`src/rtl/tour_pkg.sv`:
```
// Shared types and constants for the knight's-tour move command sequencer.
package tour_pkg;

    localparam int unsigned IDX_W  = 5;
    localparam int unsigned MOVE_W = 8;
    localparam int unsigned CMD_W  = 16;

    localparam logic [3:0] MOVE         = 4'h2;
    localparam logic [3:0] MOVE_FANFARE = 4'h3;

    localparam logic [7:0] NORTH = 8'h00;
    localparam logic [7:0] WEST  = 8'h3F;
    localparam logic [7:0] SOUTH = 8'h7F;
    localparam logic [7:0] EAST  = 8'hBF;

    typedef enum logic [2:0] {
        IDLE,
        VERT,
        WAIT_V,
        HORZ,
        WAIT_H
    } seq_state_t;

    typedef struct packed {
        logic [3:0] opcode;
        logic [7:0] heading;
        logic [3:0] squares;
    } cmd_t;

endpackage

```
`src/rtl/move_cmd_sequencer_if.sv`:
```
// Handshake bundle between the sequencer, the UART wrapper, the tour solver and the command processor.
interface move_cmd_sequencer_if;
    import tour_pkg::*;

    logic              start_tour;
    logic [MOVE_W-1:0] move;
    logic [IDX_W-1:0]  mv_indx;
    logic [CMD_W-1:0]  cmd_UART;
    logic              cmd_rdy_UART;
    logic              clr_cmd_rdy_UART;
    logic [CMD_W-1:0]  cmd;
    logic              cmd_rdy;
    logic              clr_cmd_rdy;
    logic              send_resp;

    modport master (
        input  start_tour, move, cmd_UART, cmd_rdy_UART, clr_cmd_rdy, send_resp,
        output mv_indx, clr_cmd_rdy_UART, cmd, cmd_rdy
    );

    modport slave (
        output start_tour, move, cmd_UART, cmd_rdy_UART, clr_cmd_rdy, send_resp,
        input  mv_indx, clr_cmd_rdy_UART, cmd, cmd_rdy
    );

endinterface

```
`src/rtl/move_decode.sv`:
```
// Splits a one-hot knight move into a vertical MOVE and a horizontal MOVE_FANFARE command.
module move_decode
    import tour_pkg::*;
(
    input  logic [MOVE_W-1:0] move,
    output logic [CMD_W-1:0]  vert_cmd,
    output logic [CMD_W-1:0]  horz_cmd
);

    cmd_t v;
    cmd_t h;

    // Non-one-hot moves fall through to zero-square north commands.
    always_comb begin
        v = '{opcode: MOVE,         heading: NORTH, squares: 4'd0};
        h = '{opcode: MOVE_FANFARE, heading: NORTH, squares: 4'd0};
        case (move)
            8'h01: begin v.squares = 4'd2; h.heading = WEST; h.squares = 4'd1; end
            8'h02: begin v.squares = 4'd2; h.heading = EAST; h.squares = 4'd1; end
            8'h04: begin v.squares = 4'd1; h.heading = WEST; h.squares = 4'd2; end
            8'h08: begin v.heading = SOUTH; v.squares = 4'd1; h.heading = WEST; h.squares = 4'd2; end
            8'h10: begin v.heading = SOUTH; v.squares = 4'd2; h.heading = WEST; h.squares = 4'd1; end
            8'h20: begin v.heading = SOUTH; v.squares = 4'd2; h.heading = EAST; h.squares = 4'd1; end
            8'h40: begin v.heading = SOUTH; v.squares = 4'd1; h.heading = EAST; h.squares = 4'd2; end
            8'h80: begin v.squares = 4'd1; h.heading = EAST; h.squares = 4'd2; end
            default: ;
        endcase
    end

    assign vert_cmd = v;
    assign horz_cmd = h;

endmodule

```
`src/rtl/move_cmd_sequencer.sv`:
```
// Replays a solved tour as vertical/horizontal command pairs; passes UART commands through when idle.
module move_cmd_sequencer
    import tour_pkg::*;
#(
    parameter int unsigned NUM_MOVES = 24
) (
    input  logic                  clk,
    input  logic                  rst_n,
    move_cmd_sequencer_if.master  bus
);

    localparam logic [IDX_W-1:0] LAST_IDX = IDX_W'(NUM_MOVES - 1);

    seq_state_t        state_q, state_d;
    logic [IDX_W-1:0]  mv_indx_q, mv_indx_d;
    logic [CMD_W-1:0]  vert_cmd, horz_cmd;
    logic [CMD_W-1:0]  cmd_c;
    logic              cmd_rdy_c;
    logic              clr_uart_c;

    move_decode u_decode (
        .move     (bus.move),
        .vert_cmd (vert_cmd),
        .horz_cmd (horz_cmd)
    );

    always_ff @(posedge clk) begin
        if (!rst_n) begin
            state_q   <= IDLE;
            mv_indx_q <= '0;
        end else begin
            state_q   <= state_d;
            mv_indx_q <= mv_indx_d;
        end
    end

    // Events are only honoured in the state that expects them; clr_cmd_rdy wins over send_resp.
    always_comb begin
        state_d    = state_q;
        mv_indx_d  = mv_indx_q;
        cmd_c      = vert_cmd;
        cmd_rdy_c  = 1'b0;
        clr_uart_c = 1'b0;
        case (state_q)
            IDLE: begin
                cmd_c      = bus.cmd_UART;
                cmd_rdy_c  = bus.cmd_rdy_UART;
                clr_uart_c = bus.clr_cmd_rdy;
                if (bus.start_tour) begin
                    state_d   = VERT;
                    mv_indx_d = '0;
                end
            end
            VERT: begin
                cmd_rdy_c = 1'b1;
                if (bus.clr_cmd_rdy) state_d = WAIT_V;
            end
            WAIT_V: begin
                if (bus.send_resp) state_d = HORZ;
            end
            HORZ: begin
                cmd_c     = horz_cmd;
                cmd_rdy_c = 1'b1;
                if (bus.clr_cmd_rdy) state_d = WAIT_H;
            end
            WAIT_H: begin
                cmd_c = horz_cmd;
                if (bus.send_resp) begin
                    if (mv_indx_q == LAST_IDX) begin
                        state_d   = IDLE;
                        mv_indx_d = '0;
                    end else begin
                        state_d   = VERT;
                        mv_indx_d = mv_indx_q + IDX_W'(1);
                    end
                end
            end
            default: state_d = IDLE;
        endcase
    end

    assign bus.cmd              = cmd_c;
    assign bus.cmd_rdy          = cmd_rdy_c;
    assign bus.clr_cmd_rdy_UART = clr_uart_c;
    assign bus.mv_indx          = mv_indx_q;

endmodule

```
`src/flat_wrapper.sv`:
```
// flat-port wrapper written by rule: the top's interface ports become plain ports
module move_cmd_sequencer_flat import tour_pkg::*;
#(
    parameter int unsigned NUM_MOVES = 24
)
  (clk, rst_n, bus_start_tour, bus_move, bus_cmd_UART, bus_cmd_rdy_UART, bus_clr_cmd_rdy, bus_send_resp, bus_mv_indx, bus_clr_cmd_rdy_UART, bus_cmd, bus_cmd_rdy);
  move_cmd_sequencer_if bus_i ();
  input  logic clk;
  input  logic rst_n;
  input wire logic [$bits(bus_i.start_tour)-1:0] bus_start_tour;
  input wire logic [$bits(bus_i.move)-1:0] bus_move;
  input wire logic [$bits(bus_i.cmd_UART)-1:0] bus_cmd_UART;
  input wire logic [$bits(bus_i.cmd_rdy_UART)-1:0] bus_cmd_rdy_UART;
  input wire logic [$bits(bus_i.clr_cmd_rdy)-1:0] bus_clr_cmd_rdy;
  input wire logic [$bits(bus_i.send_resp)-1:0] bus_send_resp;
  output wire logic [$bits(bus_i.mv_indx)-1:0] bus_mv_indx;
  output wire logic [$bits(bus_i.clr_cmd_rdy_UART)-1:0] bus_clr_cmd_rdy_UART;
  output wire logic [$bits(bus_i.cmd)-1:0] bus_cmd;
  output wire logic [$bits(bus_i.cmd_rdy)-1:0] bus_cmd_rdy;
  assign bus_i.start_tour = bus_start_tour;
  assign bus_i.move = bus_move;
  assign bus_i.cmd_UART = bus_cmd_UART;
  assign bus_i.cmd_rdy_UART = bus_cmd_rdy_UART;
  assign bus_i.clr_cmd_rdy = bus_clr_cmd_rdy;
  assign bus_i.send_resp = bus_send_resp;
  assign bus_mv_indx = bus_i.mv_indx;
  assign bus_clr_cmd_rdy_UART = bus_i.clr_cmd_rdy_UART;
  assign bus_cmd = bus_i.cmd;
  assign bus_cmd_rdy = bus_i.cmd_rdy;
  move_cmd_sequencer #(.NUM_MOVES(NUM_MOVES)) u_core (.clk(clk), .rst_n(rst_n), .bus(bus_i));
endmodule
```
`config.mk`:
```
export PLATFORM = sky130hd
export DESIGN_NAME = move_cmd_sequencer_flat
export DESIGN_NICKNAME = d
export VERILOG_FILES = /design/src/rtl/tour_pkg.sv /design/src/rtl/move_cmd_sequencer_if.sv /design/src/rtl/move_decode.sv /design/src/rtl/move_cmd_sequencer.sv /design/src/flat_wrapper.sv
export SDC_FILE = /design/constraint.sdc
export NUM_CORES = 1
export LEC_CHECK = 0
export BUFFER_PORTS_ARGS = -buffer_cell sky130_fd_sc_hd__buf_2
export CORE_MARGIN = 2
export CORE_UTILIZATION = 43
export DETAILED_ROUTE_END_ITERATION = 16
export PLACE_DENSITY = 0.79
export SETUP_SLACK_MARGIN = 0.2
export SYNTH_ARGS = -nofsm -noshare
export SYNTH_HDL_FRONTEND = slang
export SYNTH_SLANG_ARGS = --single-unit
```
`constraint.sdc`:
```
create_clock -name clk -period 1.9 [get_ports clk]
set_clock_uncertainty 0.2 [all_clocks]
set_input_delay 0.095 -clock clk [delete_from_list [all_inputs] [get_ports clk]]
set_output_delay 0.095 -clock clk [all_outputs]
set_load 0.1 [all_outputs]
```
==> results of run 1 <==
==> what timing repair did <==
item                                    in CTS
hold endpoints to repair                     8
setup buffers                                9
resized for setup                           40
endpoints found under the setup margin      19
gates cloned                                 1
pin swaps                                   16
hold buffers                                 3
==> kinds of logic after synthesis <==
family / after synthesis / share of synthesized area, %
flip-flops: 8 / 17.3
AND/OR/NAND/NOR: 62 / 39.7
buffers and inverters: 11 / 7.31
adder cells (fa/ha/maj): 1 / 1.35
multiplexers: 1 / 1.22
AO/OA/AOI/OAI: 37 / 29.4
XOR/XNOR: 4 / 3.79
==> metrics by stage <==
step                      area, um2  utilization (%)
after CTS                      1880             94.0
after floorplan                1020                -
after detailed placement       1600             80.1
after global placement         1600             80.1
==> metrics, run 1 <==
Failed at global routing (5_1_grt); IO buf count 52; run status did not finish; worst endpoint from the post-global-route timing repair bus_cmd[6]; Seq cells post-synth 8; CTS Buf Count 3; CTS root buf clkbuf_4; row count 16; post-synthesis async set-or-reset flop share 0%; Cell Area, Synth a little over 900 um2; Post-Synthesis Cells ~120; detailed placement HPWL ~2500 um; Ports 53; worst endpoint type top-level output; Starting Density between 40% and 50%; htree depth 1; Synth Net Count about 160; Clock Tree Buf Depth 2; cell with the most instances after synthesis nand2_1; sequential area share after synthesis between 10% and 20%; synth warn 0; Error [ERROR DPL-0038] Utilization greater than 100%, impossible to legalize; count of cell types in the netlist between 40 and 50; ranking of synthesized cells by area dfxtp_1 17%, nand2_1 6.5%, o211ai_1 4.9%; Synth Area per Inst roughly 7.5 um2; die height 50.4 um; number of synthesized flops with an enable pin 0; Clock Sinks 8; Main synth FF type dfxtp_1; die width 50.4 um; top cell type's share of synthesized area 17.3%; placer congestion estimate around 0.80; area leader, netlist dfxtp_1; placed insts about 210; Post-synth top cells 16 x nand2_1, 8 x dfxtp_1, 7 x nor2_1, 7 x o21ai_0; largest net degree at the start of global routing 10; Place WS -20.2 ps
==> inputs of run 2 (changes only) <==
--- a/config.mk
+++ b/config.mk
@@ -6,11 +6,10 @@
 export NUM_CORES = 1
 export LEC_CHECK = 0
 export BUFFER_PORTS_ARGS = -buffer_cell sky130_fd_sc_hd__buf_2
-export CORE_MARGIN = 2
-export CORE_UTILIZATION = 43
+export CORE_AREA = 2 2 63 65
 export DETAILED_ROUTE_END_ITERATION = 16
-export PLACE_DENSITY = 0.79
-export SETUP_SLACK_MARGIN = 0.2
+export DIE_AREA = 0 0 65 67
+export PLACE_DENSITY_LB_ADDON = 0.15
 export SYNTH_ARGS = -nofsm -noshare
 export SYNTH_HDL_FRONTEND = slang
 export SYNTH_SLANG_ARGS = --single-unit
==> metrics, run 2 <==
WL/cell 13.4 um; worst vdd ir around 0.3 mV; simple-gate share of the synthesized area 39.6% (unchanged); max-slew violations 0; DP Area 1600 um2 (-0.55%); row count 22 (+6); design internal power between 0.6 and 0.7 mW; count of cell types in the netlist 44 (unchanged); post-synthesis async set-or-reset flop share 0% (unchanged); die area roughly 4400 um2; detailed placement HPWL 2540 um (+2.3%); Total GRT Usage 15.4%; failing checks negative setup slack; worst slew pin tran around 490 ps; Post-synth top cells 16 x nand2_1, 8 x dfxtp_1, 7 x nor2_1, 7 x o21ai_0; critical path class reg2out; area leader, netlist dfxtp_1; Max-Cap Viols 0; top cell type's share of synthesized area 17.3% (unchanged); storage element area around 180 um2; post-route minimum period 2010 ps; Final WS setup -107 ps; Pre-Repair DR Iteration Count 4; ranking of synthesized cells by area dfxtp_1 17%, nand2_1 6.5%, o211ai_1 4.9%; CTS Buf Count 3 (unchanged); post-synthesis mux area share 1.22% (unchanged); Comb power frac a little over two thirds; vias after detailed routing 1200; Finish-stage setup viols 7; die width 65 um (+29%); Worst Path Max Fanout 8; largest family of logic cells by synthesized area simple AND/OR/NAND/NOR gates; Net Switching around 0.65 mW; max frequency 498 MHz; run status finished, violations left; post-synthesis compound-gate area fraction 29.4% (unchanged); via-per-instance ratio between 5 and 6; Clk pwr share 15.9%; cell with the most instances after synthesis nand2_1; commonest non-fill, non-tap cell in the layout buf_2; number of synthesized flops with an enable pin 0 (unchanged); sequential area share after synthesis 17.3% (unchanged); Area growth syn-to-layout 86.3%; Final Cycle Share 106%; core area 3610 um2; layout net count between 200 and 250; met1 GRT Util roughly 17%; initial antenna violation count 0; RSZ-0062 raised after global routing true; area of the multi-input gates 777 um2; Ports 53 (unchanged); Cell Area, Synth 925 um2 (unchanged); Arr. time, crit path 1710 ps; number of DRC markers in iteration 0 20; CTS root buf clkbuf_8; Fillers roughly 350; CP cell instances or3b_4 > and2_4 > nor4b_4 > a22o_4 > buf_12; CP bufs+invs 1; aggregate global routing overflow 0; Main synth FF type dfxtp_1; slowest cell on the critical path or3b_4; GRT busiest layer met2; Synth Area per Inst 7.46 um2 (unchanged); die height 67 um (+33%); htree depth 1 (unchanged); crit path launch type flip-flop; Min-Delay Path Class in2reg; Diodes inserted 0; first-pass GRT wire length 5380 um; Post-Synthesis Cells 124 (unchanged); Sequential Power Share between 10 and 15%; cell area power density 745 nW/um2; Sw Ratio about half; final-report hold violation count 0; family with the most delay on the worst path simple AND/OR/NAND/NOR gates; Pwr Total about 1.3 mW; vias in the first global route 1175; clock latency at the later pin of the worst-skew pair ~230 ps; Clock Sinks 8 (unchanged); max reg flops 5; Slew HR 67.7%; Setup crit end kind output port; Worst-path clk slew about 40 ps; ratio of cells with drive above 1 in the final layout about 55%; Synth Area in Adders 1.35% (unchanged); Synth Net Count 155 (unchanged); GR Layer Usage met3 under 10%; placer congestion estimate 0.739 (-7.5%); Worst Path Required 1600 ps; Worst path max stage delay roughly 370 ps; Routed Antenna Nets 0; Design Area, Final between 1500 and 2000 um2; largest net degree at the start of global routing 10; CTS tree built; IO buf count 52 (unchanged); Post-route DRC 0; Starting Density 25.6% (-21 points); Leakage approximately 0.76 nW; grt met2 use a little under a third; Finished Core Util between 40 and 50%; Seq cells post-synth 8 (unchanged); post-synthesis xor/xnor area fraction 3.79% (unchanged); final wirelength approximately 3200 um; synth warn 0 (unchanged); Place WS -31.7 ps (-11.5 ps); Clock Tree Buf Depth 2 (unchanged); most frequent cells in the layout 36 x buf_2, 18 x buf_4, 15 x nand2_1, 15 x buf_12, 7 x o21ai_0
run 2: repair_timing:
| item | 4_1_cts | 5_1_grt |
|---|---|---|
| setup endpoints to repair | 12 | 15 |
| gates resized for setup | 9 | 3 |
| hold buffers | 1 | 0 |
| pin swaps | 5 | 4 |
| endpoints found under the hold margin | 7 | 0 |
| gates cloned | 1 | 0 |
| buffers inserted | 3 | 1 |
run 2: kinds of logic (layout without fill, tap and decap cells):
logic type               after synthesis  after routing
AO/OA/AOI/OAI                         37             37
AND/OR/NAND/NOR                       62             62
multiplexers                           1              1
buffers and inverters                 11             77
XOR/XNOR                               4              4
flip-flops                             8              8
adder cells (fa/ha/maj)                1              1
run 2: worst paths after layout:
path	from	endpoint	slack, ps	cells after the start
worst max-delay path	u_core.state_q[0]$_SDFFE_PN0P_	bus_cmd[11]	-110	5
worst min-delay path	bus_send_resp	u_core.bus.mv_indx[1]$_SDFFE_PN0P_	30	3
worst max register to register	u_core.state_q[1]$_SDFFE_PN0P_	u_core.bus.mv_indx[3]$_SDFFE_PN0P_	140	5
worst min register to register	u_core.bus.mv_indx[0]$_SDFFE_PN0P_	u_core.bus.mv_indx[0]$_SDFFE_PN0P_	280	2
run 2: layer usage:
metal	vias up	wire length [um]
met5	-	0
met4	0	34
met3	4	205
met2	45	1590
met1	553	1350
li1	598	-
run 2: metrics by stage:
step	TNS (ps)	hold slack, ps	std cells
after floorplan	-6860	16.7	124
after global placement	0	217	229
after detailed placement	-70.4	222	229
after CTS	-320	25.5	237
after global routing	-910	52.9	238
final	-211	29.1	238
run 2: power by group through the flow:
stage	Clock, mW	Combinational [mW]	Sequential, mW
finish	0.204	0.900	0.181
floorplan	0	0.582	0.179
detailed placement	0	0.877	0.185
CTS	0.207	0.904	0.181
global placement	0	0.864	0.185
global route	0.220	0.939	0.182
run 2: worst min-delay path, delay by kind of cell:
| family | cells | cell delay, ps |
|---|---|---|
| buffers and inverters | 1 | 140 |
| and+or+nand+nor | 1 | 100 |
| AOI/OAI and AO/OA | 1 | 80 |
run 2: cell type report:
type / instances / share of cell area, %
clock buffers: 3 / 2.40
flip-flops and latches: 8 / 10.2
well taps: 48 / 3.49
multi-input cells: 105 / 45.1
inverters: 2 / 0.436
repair buffers: 72 / 38.4
Note: power is estimated with default switching activity, not from simulation.
